## src/rtl/x9_harness_pkg.sv

```systemverilog
// Shared definitions for the X9 memory harness: sequencer state encoding,
// default bus widths and the run-cycle counter width.
package x9_harness_pkg;

  localparam int AW_DEF = 8;
  localparam int DW_DEF = 8;
  localparam int RUN_CW = 16;

  typedef enum logic [2:0] {
    IDLE   = 3'd0,
    LOAD   = 3'd1,
    RSTC   = 3'd2,
    RUN    = 3'd3,
    DUMP   = 3'd4,
    FINISH = 3'd5
  } state_e;

endpackage

```

## src/rtl/x9_mem_harness_if.sv

```systemverilog
// Load, data-memory and dump signals between the X9 harness (master) and its
// environment (slave: image source, data memory, dump consumer).
//
// Handshakes (ld_* and dump_*): a beat transfers on a rising clk edge where
// valid and ready are both 1; valid never waits on ready, and while valid is
// high without ready the producer holds addr/data/last stable.
interface x9_mem_harness_if #(
  parameter int AW = x9_harness_pkg::AW_DEF,
  parameter int DW = x9_harness_pkg::DW_DEF
);
  logic          ld_valid;
  logic          ld_ready;
  logic [AW-1:0] ld_addr;
  logic [DW-1:0] ld_data;
  logic          ld_last;

  logic          dm_sel;
  logic          dm_wr_en;
  logic [AW-1:0] dm_addr;
  logic [DW-1:0] dm_wr_data;
  logic [DW-1:0] dm_rd_data;

  logic          dump_valid;
  logic          dump_ready;
  logic [AW-1:0] dump_addr;
  logic [DW-1:0] dump_data;
  logic          dump_last;

  modport master (
    input  ld_valid, ld_addr, ld_data, ld_last, dm_rd_data, dump_ready,
    output ld_ready, dm_sel, dm_wr_en, dm_addr, dm_wr_data,
           dump_valid, dump_addr, dump_data, dump_last
  );

  modport slave (
    output ld_valid, ld_addr, ld_data, ld_last, dm_rd_data, dump_ready,
    input  ld_ready, dm_sel, dm_wr_en, dm_addr, dm_wr_data,
           dump_valid, dump_addr, dump_data, dump_last
  );

endinterface

```

## src/rtl/x9_watchdog.sv

```systemverilog
// Saturating run-cycle counter. With X9_HARNESS_TIMEOUT_EN defined it also
// flags the cycle on whose closing edge the count reaches LIMIT.
module x9_watchdog
  import x9_harness_pkg::*;
#(
  parameter int W     = RUN_CW,
  parameter int LIMIT = 4096
) (
  input  logic         clk,
  input  logic         reset,
  input  logic         clear,
  input  logic         en,
`ifdef X9_HARNESS_TIMEOUT_EN
  output logic         reach,
`endif
  output logic [W-1:0] count
);

  always_ff @(posedge clk) begin
    if (reset || clear) begin
      count <= '0;
    end else if (en && (count != {W{1'b1}})) begin
      count <= count + W'(1);
    end
  end

`ifdef X9_HARNESS_TIMEOUT_EN
  // Look one increment ahead so the abort lands on the same edge the count hits LIMIT.
  logic [32:0] next_count;
  assign next_count = 33'(count) + 33'd1;
  assign reach      = en && (next_count >= 33'(LIMIT));
`endif

endmodule

```

## src/rtl/x9_mem_harness.sv

```systemverilog
// Load/run/dump sequencer in front of the X9 core: writes a byte image into
// data memory, releases the core until done, then streams a memory window out.
// Optional RUN watchdog abort is compiled in with X9_HARNESS_TIMEOUT_EN.
module x9_mem_harness
  import x9_harness_pkg::*;
#(
  parameter int AW         = AW_DEF,
  parameter int DW         = DW_DEF,
  parameter int RST_CYCLES = 2,
  parameter int DUMP_LO    = 0,
  parameter int DUMP_HI    = 15,
  parameter int MAX_CYCLES = 4096
) (
  input  logic              clk,
  input  logic              reset,
  input  logic              start,
  x9_mem_harness_if.master  bus,
  output logic              core_reset,
  input  logic              core_done,
  output logic              finished,
  output logic [RUN_CW-1:0] run_cycles,
`ifdef X9_HARNESS_TIMEOUT_EN
  output logic              timed_out,
`endif
  output logic [2:0]        fsm_state
);

  localparam logic [2:0] S_IDLE   = IDLE;
  localparam logic [2:0] S_LOAD   = LOAD;
  localparam logic [2:0] S_RSTC   = RSTC;
  localparam logic [2:0] S_RUN    = RUN;
  localparam logic [2:0] S_DUMP   = DUMP;
  localparam logic [2:0] S_FINISH = FINISH;

  localparam int            RCW      = (RST_CYCLES > 1) ? $clog2(RST_CYCLES) : 1;
  localparam logic [RCW-1:0] RST_LAST = RCW'(RST_CYCLES - 1);
  localparam logic [AW-1:0]  PTR_LO   = AW'(DUMP_LO);
  localparam logic [AW-1:0]  PTR_HI   = AW'(DUMP_HI);

  logic [2:0]     state_q;
  logic [2:0]     state_d;
  logic [RCW-1:0] rst_cnt;
  logic [AW-1:0]  ptr;
  logic [DW-1:0]  rd_byte;

  logic in_load;
  logic in_run;
  logic in_dump;
  logic start_ok;
  logic beat_last;
  logic dump_fire;
  logic run_first;
  logic done_seen;
  logic abort;
  logic wd_clear;

  assign in_load   = (state_q == S_LOAD);
  assign in_run    = (state_q == S_RUN);
  assign in_dump   = (state_q == S_DUMP);
  assign start_ok  = start && ((state_q == S_IDLE) || (state_q == S_FINISH));
  assign beat_last = in_load && bus.ld_valid && bus.ld_last;
  assign dump_fire = in_dump && bus.dump_ready;

  // run_cycles is zero only during the first RUN cycle, so it doubles as the
  // mask for a done level left over from the previous program.
  assign run_first = (run_cycles == '0);
  assign done_seen = in_run && core_done && !run_first;
  assign wd_clear  = (state_q == S_IDLE) || start_ok;

`ifdef X9_HARNESS_TIMEOUT_EN
  logic wd_reach;

  x9_watchdog #(
    .W     (RUN_CW),
    .LIMIT (MAX_CYCLES)
  ) u_watchdog (
    .clk   (clk),
    .reset (reset),
    .clear (wd_clear),
    .en    (in_run),
    .reach (wd_reach),
    .count (run_cycles)
  );

  assign abort = wd_reach;
`else
  x9_watchdog #(
    .W     (RUN_CW),
    .LIMIT (MAX_CYCLES)
  ) u_watchdog (
    .clk   (clk),
    .reset (reset),
    .clear (wd_clear),
    .en    (in_run),
    .count (run_cycles)
  );

  assign abort = 1'b0;
`endif

  always_comb begin
    state_d = state_q;
    case (state_q)
      S_IDLE:   if (start_ok) state_d = S_LOAD;
      S_LOAD:   if (beat_last) state_d = S_RSTC;
      S_RSTC:   if (rst_cnt == RST_LAST) state_d = S_RUN;
      S_RUN:    if (done_seen || abort) state_d = S_DUMP;
      S_DUMP:   if (dump_fire && (ptr == PTR_HI)) state_d = S_FINISH;
      S_FINISH: if (start_ok) state_d = S_LOAD;
      default:  state_d = S_IDLE;
    endcase
  end

  always_ff @(posedge clk) begin
    if (reset) begin
      state_q <= S_IDLE;
      rst_cnt <= '0;
      ptr     <= '0;
    end else begin
      state_q <= state_d;
      rst_cnt <= (state_q == S_RSTC) ? rst_cnt + RCW'(1) : '0;
      if (in_run && (state_d == S_DUMP)) begin
        ptr <= PTR_LO;
      end else if (dump_fire && (ptr != PTR_HI)) begin
        ptr <= ptr + AW'(1);
      end
    end
  end

`ifdef X9_HARNESS_TIMEOUT_EN
  // A done seen in the same cycle as expiry is a normal completion, not a timeout.
  always_ff @(posedge clk) begin
    if (reset || start_ok) begin
      timed_out <= 1'b0;
    end else if (in_run && abort && !done_seen) begin
      timed_out <= 1'b1;
    end
  end
`endif

  assign rd_byte = bus.dm_rd_data;

  assign bus.ld_ready   = in_load;
  assign bus.dm_sel     = !in_run;
  assign bus.dm_wr_en   = in_load && bus.ld_valid;
  assign bus.dm_addr    = in_load ? bus.ld_addr : ptr;
  assign bus.dm_wr_data = in_load ? bus.ld_data : '0;

  assign bus.dump_valid = in_dump;
  assign bus.dump_addr  = ptr;
  assign bus.dump_data  = in_dump ? rd_byte : '0;
  assign bus.dump_last  = in_dump && (ptr == PTR_HI);

  assign core_reset = !in_run;
  assign finished   = (state_q == S_FINISH);
  assign fsm_state  = state_q;

endmodule

```

## src/flat_wrapper.sv

```systemverilog
// flat-port wrapper written by rule: the top's interface ports become plain ports
module x9_mem_harness_flat import x9_harness_pkg::*;
#(
  parameter int AW         = AW_DEF,
  parameter int DW         = DW_DEF,
  parameter int RST_CYCLES = 2,
  parameter int DUMP_LO    = 0,
  parameter int DUMP_HI    = 15,
  parameter int MAX_CYCLES = 4096
)
  (clk, reset, start, core_reset, core_done, finished, run_cycles, fsm_state, bus_ld_valid, bus_ld_addr, bus_ld_data, bus_ld_last, bus_dm_rd_data, bus_dump_ready, bus_ld_ready, bus_dm_sel, bus_dm_wr_en, bus_dm_addr, bus_dm_wr_data, bus_dump_valid, bus_dump_addr, bus_dump_data, bus_dump_last);
  x9_mem_harness_if #(.AW(AW), .DW(DW)) bus_i ();
  input  logic clk;
  input  logic reset;
  input  logic start;
  output logic core_reset;
  input  logic core_done;
  output logic finished;
  output logic [RUN_CW-1:0] run_cycles;
  output logic [2:0] fsm_state;
  input wire logic [$bits(bus_i.ld_valid)-1:0] bus_ld_valid;
  input wire logic [$bits(bus_i.ld_addr)-1:0] bus_ld_addr;
  input wire logic [$bits(bus_i.ld_data)-1:0] bus_ld_data;
  input wire logic [$bits(bus_i.ld_last)-1:0] bus_ld_last;
  input wire logic [$bits(bus_i.dm_rd_data)-1:0] bus_dm_rd_data;
  input wire logic [$bits(bus_i.dump_ready)-1:0] bus_dump_ready;
  output wire logic [$bits(bus_i.ld_ready)-1:0] bus_ld_ready;
  output wire logic [$bits(bus_i.dm_sel)-1:0] bus_dm_sel;
  output wire logic [$bits(bus_i.dm_wr_en)-1:0] bus_dm_wr_en;
  output wire logic [$bits(bus_i.dm_addr)-1:0] bus_dm_addr;
  output wire logic [$bits(bus_i.dm_wr_data)-1:0] bus_dm_wr_data;
  output wire logic [$bits(bus_i.dump_valid)-1:0] bus_dump_valid;
  output wire logic [$bits(bus_i.dump_addr)-1:0] bus_dump_addr;
  output wire logic [$bits(bus_i.dump_data)-1:0] bus_dump_data;
  output wire logic [$bits(bus_i.dump_last)-1:0] bus_dump_last;
  assign bus_i.ld_valid = bus_ld_valid;
  assign bus_i.ld_addr = bus_ld_addr;
  assign bus_i.ld_data = bus_ld_data;
  assign bus_i.ld_last = bus_ld_last;
  assign bus_i.dm_rd_data = bus_dm_rd_data;
  assign bus_i.dump_ready = bus_dump_ready;
  assign bus_ld_ready = bus_i.ld_ready;
  assign bus_dm_sel = bus_i.dm_sel;
  assign bus_dm_wr_en = bus_i.dm_wr_en;
  assign bus_dm_addr = bus_i.dm_addr;
  assign bus_dm_wr_data = bus_i.dm_wr_data;
  assign bus_dump_valid = bus_i.dump_valid;
  assign bus_dump_addr = bus_i.dump_addr;
  assign bus_dump_data = bus_i.dump_data;
  assign bus_dump_last = bus_i.dump_last;
  x9_mem_harness #(.AW(AW), .DW(DW), .RST_CYCLES(RST_CYCLES), .DUMP_LO(DUMP_LO), .DUMP_HI(DUMP_HI), .MAX_CYCLES(MAX_CYCLES)) u_core (.clk(clk), .reset(reset), .start(start), .bus(bus_i), .core_reset(core_reset), .core_done(core_done), .finished(finished), .run_cycles(run_cycles), .fsm_state(fsm_state));
endmodule
```

## config.mk

```make
export PLATFORM = sky130hd
export DESIGN_NAME = x9_mem_harness_flat
export DESIGN_NICKNAME = d
export VERILOG_FILES = /design/src/rtl/x9_harness_pkg.sv /design/src/rtl/x9_mem_harness_if.sv /design/src/rtl/x9_watchdog.sv /design/src/rtl/x9_mem_harness.sv /design/src/flat_wrapper.sv
export SDC_FILE = /design/constraint.sdc
export NUM_CORES = 1
export LEC_CHECK = 0
export ABC_AREA = 1
export ABC_CLOCK_PERIOD_IN_PS = 4300
export CORE_MARGIN = 4
export CORE_UTILIZATION = 45
export CTS_CLUSTER_DIAMETER = 120
export DETAILED_ROUTE_END_ITERATION = 8
export GPL_ROUTABILITY_DRIVEN = 0
export PLACE_DENSITY = 0.95
export RECOVER_POWER = 50
export SLEW_MARGIN = 20
export SYNTH_ARGS = -nofsm -noshare
export SYNTH_HDL_FRONTEND = slang
export SYNTH_HIERARCHICAL = 1
export SYNTH_SLANG_ARGS = --single-unit
```

## constraint.sdc

```tcl
create_clock -name clk -period 4.3 [get_ports clk]
set_input_delay 0.86 -clock clk [delete_from_list [all_inputs] [get_ports clk]]
set_output_delay 0.86 -clock clk [all_outputs]
set_load 0.01 [all_outputs]
```

==> results.py, run 1 <==
metrics = {
    "status": {
        "run_status": "finished clean",
    },
    "synthesis": {
        "async_flop_share": 0,
        "synthSimpleGateAreaFrac": 0.472,
        "synthesis.nets": 367,
        "synth-seq-area-share": 0.288,
        "post_synth_instance_area_mm2": 0.00195,
        "synth.top_cells.by_area": "sky130_fd_sc_hd__dfxtp_1, sky130_fd_sc_hd__nand2_1, sky130_fd_sc_hd__nor2_1, sky130_fd_sc_hd__inv_1, sky130_fd_sc_hd__nand3_1",
        "post_synth_num_cell_types": 26,
        "synth-xor-area-share": 0.0135,
        "synth_top_flop_cell": "sky130_fd_sc_hd__dfxtp_1",
        "synth_top_area_frac": 0.288,
        "synth_top_family_by_area": "simple AND/OR/NAND/NOR gates",
        "syn-instance-count": 334,
        "synth_enable_flop_cells": 0,
        "synth.area.mux_share": 0,
        "ys_seq_elements": 28,
        "synthesis.yosys.warnings": 6,
        "synth_compound_gate_area_share": 0.0906,
        "synth_largest_area_cell": "sky130_fd_sc_hd__dfxtp_1",
        "syn-mean-instance-area_um2": 5.83,
        "yosys.area_share.adder": 0.0128,
    },
    "sta": {
        "holdWs_ns": 0.433,
        "timing_worst_slew_pin_value_ns": 1.04,
        "timing.final.crit_period_ns": 3.05,
        "fin_crit_sh": 0.710,
        "slew_headroom": 0.305,
        "skew_ns": 0.00862,
        "fmax_ghz": 0.328,
        "hold_violations": 0,
        "timing.setup.tns_ns": 0,
        "setup_viol": 0,
        "drv_slew": 0,
        "grt_setup_unrepaired": "false",
    },
    "worst_setup_path": {
        "worst_path_max_delay_cell": "sky130_fd_sc_hd__clkdlybuf4s50_1",
        "critPathMaxStageDelay_ns": 0.57,
        "critical_path.startpoint_type": "flip-flop",
        "cp_data_required_time_ns": 3.44,
        "crit_top_cell": "sky130_fd_sc_hd__inv_2",
        "critPathTopFamily": "buffers and inverters",
        "worst-setup-path-type": "reg2out",
        "worst-path-max-fanout": 17,
        "cp_cell_sequence": "inv_2 -> nor3_4 -> inv_2 -> nor2_1 -> clkdlybuf4s50_1",
        "arrival_ns": 2.19,
        "setup.worst_path.end_class": "output pin",
        "path_buf_inv": 3,
    },
    "global_route": {
        "global_route_wire_length_before_repair_um": 9000,
        "antenna_found_initial": 0,
        "globalRouteTotalUtil": 0.202,
        "grt.overflow.total": 0,
        "grt_max_degree": 18,
        "grt_pass1_vias": 2107,
    },
    "clocking": {
        "postCtsSetupRepairBufs": 0,
        "cts-hold-fix-buffers": 0,
        "htree_levels": 1,
        "numCtsBuffers": 3,
        "post_cts_resize_count": 0,
        "clk_latency_ns": 0.27,
        "tritoncts": "done",
        "clockBufferDepth": 2,
        "clkTransAtPathRegs_ns": 0.09,
        "root_buffer": "sky130_fd_sc_hd__clkbuf_8",
        "clkSinkCount": 28,
    },
    "layout": {
        "layout.filler_cells": 348,
        "finish.instance_area_mm2": 0.00288,
        "drive_gt1_frac": 0.0549,
        "finish.net_count": 454,
        "antenna-diode-count": 0,
        "flow.area_growth_from_synthesis_pct": 47.7,
    },
    "route": {
        "dr_drc_count": 0,
        "total_via_count_in_the_routed_design": 2350,
        "drtPass1Iterations": 4,
        "drt-total-wl_um": 5650,
        "final_antenna_net_count": 0,
        "via_per_inst": 5.01,
        "dr_wl_met2_um": 2730,
        "topRoutingLayerUsed": "met4",
        "wl_met3_um": 549,
        "wirelength_per_cell_um": 12.1,
        "m1WireLength_um": 2320,
        "drtIter0Drc": 93,
    },
    "place": {
        "detailedPlacementHpwl_um": 4630,
        "number_of_port_buffers": 88,
        "postPlaceCellArea_mm2": 0.00285,
    },
    "job": {
        "max_cap_viol_count": 0,
    },
    "floorplan": {
        "ioPinCount": 89,
        "floorplan.initialDensity": 0.477,
        "die_h_um": 73.8,
        "die_w_um": 73.8,
        "dieArea_mm2": 0.00545,
        "core.rowCount": 23,
        "floorplan.core_area_mm2": 0.00409,
    },
    "worst_hold_path": {
        "timing.hold.worst.class": "reg2reg",
    },
    "pwr": {
        "ir_drop_v": 0.000140,
        "p_per_area_mw_per_mm2": 176,
        "post-layout-total-power_uw": 507,
        "static-leakage-power_nw": 1.24,
    },
}
-- per-stage QoR --
step | instances | utilization | worst slack [ns]
finish | 469 | 0.704 | 1.25
global route | 469 | 0.704 | 1.09
CTS | 469 | 0.707 | 1.21
detailed placement | 466 | 0.697 | 1.35
global placement | 466 | 0.697 | 1.37
floorplan | 334 | - | 2.26
-- synthesized netlist by cell type (2+ instances only) --
master	n
sky130_fd_sc_hd__nand4_1	3
sky130_fd_sc_hd__nor2_2	7
sky130_fd_sc_hd__buf_4	3
sky130_fd_sc_hd__inv_2	3
sky130_fd_sc_hd__inv_1	47
sky130_fd_sc_hd__nor3_1	4
sky130_fd_sc_hd__nand2_4	2
sky130_fd_sc_hd__xor2_1	3
sky130_fd_sc_hd__nand2_2	3
sky130_fd_sc_hd__nand2_1	87
sky130_fd_sc_hd__a21oi_1	20
sky130_fd_sc_hd__dfxtp_1	28
sky130_fd_sc_hd__nor2_4	4
sky130_fd_sc_hd__nor2_1	72
sky130_fd_sc_hd__nand3_1	25
sky130_fd_sc_hd__o21ai_0	12
sky130_fd_sc_hd__ha_1	2
-- metal layers --
metal | GRT usage | vias up
met5 | 0 | -
met4 | 0.0483 | 0
met3 | 0.0383 | 6
met2 | 0.381 | 84
met1 | 0.231 | 1060
li1 | - | 1200
-- cell type report --
class,count,area [µm²],area share
Inverter,52,196,0.0683
Tap cell,50,62.6,0.0217
Timing Repair Buffer,88,881,0.306
Clock buffer,3,41.3,0.0144
Multi-Input combinational cell,248,1130,0.395
Sequential cell,28,561,0.195
-- power breakdown --
part | leakage [nW] | internal, mW | switching, mW
clock network | 0.0216 | 0.0628 | 0.0731
registers | 0.226 | 0.261 | 0.00345
logic | 0.989 | 0.0588 | 0.0478
-- placed cells by master, fill, tap and decap left out --
cell                              count
sky130_fd_sc_hd__dfxtp_1             28
sky130_fd_sc_hd__dlygate4sd3_1       29
sky130_fd_sc_hd__nor3_4               1
sky130_fd_sc_hd__nor2_2               5
sky130_fd_sc_hd__nand3_1             25
sky130_fd_sc_hd__clkdlybuf4s50_1     59
sky130_fd_sc_hd__nor2_1              74
sky130_fd_sc_hd__inv_2                3
sky130_fd_sc_hd__nor3_1               4
sky130_fd_sc_hd__a21oi_1             20
sky130_fd_sc_hd__clkinv_1             1
sky130_fd_sc_hd__xor2_1               3
sky130_fd_sc_hd__nand2_1             88
sky130_fd_sc_hd__nand4_1              3
sky130_fd_sc_hd__inv_1               47
sky130_fd_sc_hd__nand2_4              1
sky130_fd_sc_hd__o21ai_2              1
sky130_fd_sc_hd__ha_1                 2
sky130_fd_sc_hd__a21boi_0             1
sky130_fd_sc_hd__nand4_2              1
sky130_fd_sc_hd__clkbuf_8             3
sky130_fd_sc_hd__nand2_2              3
sky130_fd_sc_hd__o21ai_0             12
sky130_fd_sc_hd__clkinvlp_2           1
sky130_fd_sc_hd__nor2_4               4
-- state kept, by name (all words and copies together) (netlist names) --
name,count
u_core/rst_cnt,1
u_core/u_watchdog/count,16
u_core/fsm_state,3
u_core/bus.dump_addr,8
-- path summary, 6_finish.rpt --
| check | start | endpoint | slack [ns] | depth (start not counted) |
|---|---|---|---|---|
| max reg2reg | u_core/fsm_state[1] | u_core/u_watchdog/count[12] | 2.23 | 6 |
| min | u_core/rst_cnt | u_core/rst_cnt | 0.43 | 1 |
| max | u_core/fsm_state[0] | bus_dm_wr_data[0] | 1.25 | 5 |
| min reg2reg | u_core/rst_cnt | u_core/rst_cnt | 0.43 | 1 |
-- logic make-up (layout without fill, tap and decap cells) --
logic type,after synthesis,in the layout
simple gates,209,209
buf+inv,58,143
flops,28,28
compound gates,34,34
xor+xnor,3,3
fa+ha+maj,2,2
No activity file was read; power rests on OpenSTA's default activity.
==> inputs of run 2 (changes only) <==
--- a/config.mk
+++ b/config.mk
@@ -6,13 +6,13 @@
 export NUM_CORES = 1
 export LEC_CHECK = 0
 export ABC_AREA = 1
-export ABC_CLOCK_PERIOD_IN_PS = 4300
+export ABC_CLOCK_PERIOD_IN_PS = 3000
 export CORE_MARGIN = 4
-export CORE_UTILIZATION = 45
+export CORE_UTILIZATION = 42
 export CTS_CLUSTER_DIAMETER = 120
 export DETAILED_ROUTE_END_ITERATION = 8
 export GPL_ROUTABILITY_DRIVEN = 0
-export PLACE_DENSITY = 0.95
+export PLACE_DENSITY = 0.92
 export RECOVER_POWER = 50
 export SLEW_MARGIN = 20
 export SYNTH_ARGS = -nofsm -noshare
==> constraint.sdc (replaced) <==
create_clock -name clk -period 3 [get_ports clk]
set_input_delay 0.6 -clock clk [delete_from_list [all_inputs] [get_ports clk]]
set_output_delay 0.6 -clock clk [all_outputs]
set_load 0.01 [all_outputs]
==> results.py, run 2 (same netlist as run 1, synthesis figures left out) <==
metrics = {
    "status": {
        "run_status": "finished clean",
    },
    "worst_setup_path": {
        "worst-path-max-fanout": 5,
        "critPathTopFamily": "buffers and inverters",
        "critPathMaxStageDelay_ns": 0.55,
        "crit_top_cell": "sky130_fd_sc_hd__nor2_1",
        "worst_path_max_delay_cell": "sky130_fd_sc_hd__clkdlybuf4s50_1",
        "cp_data_required_time_ns": 2.40,
        "arrival_ns": 1.97,
        "setup.worst_path.end_class": "output pin",
        "critical_path.startpoint_type": "flip-flop",
        "crit_path_start": "u_core/bus.dump_addr[1]",
        "r2r_start": "u_core/fsm_state[1]",
        "cp_cell_sequence": "ha_1 -> inv_1 -> nor2_1 -> nand3_1 -> nor2_1 -> clkdlybuf4s50_1",
        "path_buf_inv": 2,
        "worst-setup-path-type": "reg2out",
    },
    "pwr": {
        "power.sequential.fraction": 0.520,
        "power.share.clock": 0.268,
        "p_sw_uw": 178,
        "p_per_area_mw_per_mm2": 252,
        "ir_drop_v": 0.000139,
        "p_comb_frac": 0.212,
        "sw_frac_of_total": 0.245,
        "cell_internal_pwr_uw": 550,
        "static-leakage-power_nw": 1.24,
        "post-layout-total-power_uw": 728,
    },
    "layout": {
        "final_cell_mix": "sky130_fd_sc_hd__nand2_1, sky130_fd_sc_hd__nor2_1, sky130_fd_sc_hd__clkdlybuf4s50_1, sky130_fd_sc_hd__inv_1",
        "finish.net_count": 455,
        "layout_commonest_cell": "sky130_fd_sc_hd__nand2_1",
        "largest_reg_flops": 16,
        "drive_gt1_frac": 0.0571,
        "antenna-diode-count": 0,
        "register_containing_the_most_flip_flops_in_the_final_layout": "u_core/u_watchdog/count",
        "layout.filler_cells": 384,
        "flow.area_growth_from_synthesis_pct": 48.2,
    },
    "sta": {
        "timing_worst_slew_pin_value_ns": 1.02,
        "holdWs_ns": 0.424,
        "skew_ns": 0.00580,
        "timing.final.crit_period_ns": 2.57,
        "grt_setup_unrepaired": "false",
        "drv_slew": 0,
        "fin_crit_sh": 0.855,
        "hold_violations": 0,
        "slew_headroom": 0.314,
        "fmax_ghz": 0.390,
        "setup_viol": 0,
        "timing.setup.tns_ns": 0,
    },
    "route": {
        "via_per_inst": 4.89,
        "drtPass1Iterations": 4,
        "dr_drc_count": 0,
        "final_antenna_net_count": 0,
        "drtIter0Drc": 63,
        "total_via_count_in_the_routed_design": 2307,
        "drt-total-wl_um": 5490,
        "wirelength_per_cell_um": 11.6,
    },
    "clocking": {
        "clkSinkCount": 28,
        "post_cts_resize_count": 0,
        "tritoncts": "done",
        "clk_latency_ns": 0.27,
        "clkTransAtPathRegs_ns": 0.09,
        "postCtsSetupRepairBufs": 0,
        "htree_levels": 1,
        "numCtsBuffers": 3,
        "clockBufferDepth": 2,
        "cts-hold-fix-buffers": 0,
        "root_buffer": "sky130_fd_sc_hd__clkbuf_8",
    },
    "floorplan": {
        "die_h_um": 76.1,
        "dieArea_mm2": 0.00579,
        "ioPinCount": 89,
        "floorplan.core_area_mm2": 0.00441,
        "core.rowCount": 24,
        "die_w_um": 76.1,
        "floorplan.initialDensity": 0.441,
    },
    "worst_hold_path": {
        "timing.hold.worst.class": "reg2reg",
        "min_from": "u_core/rst_cnt",
    },
    "global_route": {
        "grt.overflow.total": 0,
        "grt_max_degree": 18,
        "global_route_wire_length_before_repair_um": 9510,
        "antenna_found_initial": 0,
        "globalRouteTotalUtil": 0.188,
        "grt_pass1_vias": 2125,
    },
    "place": {
        "number_of_port_buffers": 88,
        "detailedPlacementHpwl_um": 4480,
    },
    "job": {
        "max_cap_viol_count": 0,
    },
}
==> run 2: cell type report <==
class	instances	area, µm²	share of cell area
inverters	52	196	0.0681
clock buffers	3	41.3	0.0143
multi-input cells	248	1130	0.393
flip-flops and latches	28	561	0.194
well taps	52	65.1	0.0225
repair buffers	89	888	0.308
==> run 2: worst paths after layout <==
path                           endpoint  slack (ns)  cells after the start
min                      u_core/rst_cnt        0.42                      1
min reg2reg              u_core/rst_cnt        0.42                      1
max                       bus_dump_last        0.43                      6
max reg2reg  u_core/u_watchdog/count[1]        0.99                      6
==> run 2: power groups by stage <==
stage	clock [mW]	sequential [mW]	combinational [mW]
after floorplan	0	0.388	0.0652
after global placement	0	0.387	0.153
after detailed placement	0	0.388	0.157
after CTS	0.206	0.379	0.158
after global routing	0.228	0.379	0.169
final	0.195	0.378	0.155
==> run 2: worst reg2reg max path: stages (launching register included) <==
cell                      delay, ns
sky130_fd_sc_hd__dfxtp_1       0.47
sky130_fd_sc_hd__inv_1         0.07
sky130_fd_sc_hd__nand3_1       0.13
sky130_fd_sc_hd__o21ai_0       0.11
sky130_fd_sc_hd__nor2_1        0.80
sky130_fd_sc_hd__o21ai_0       0.24
sky130_fd_sc_hd__nor2_1        0.13
==> run 2: stage by stage <==
step                setup WS (ns)   util  std cells  cell area [µm²]
floorplan                    1.22      -        334             1950
global placement            0.628  0.648        469             2860
detailed placement          0.585  0.648        469             2860
CTS                         0.366  0.657        472             2900
global route                0.283  0.654        472             2890
finish                      0.435  0.654        472             2890
==> run 2: layer usage <==
| metal | track usage | vias up | routed length, µm |
|---|---|---|---|
| met1 | 0.226 | 1004 | 2250 |
| li1 | - | 1201 | - |
| met3 | 0.0426 | 6 | 546 |
| met4 | 0.0524 | 0 | 44 |
| met2 | 0.334 | 96 | 2650 |
| met5 | 0 | - | 0 |
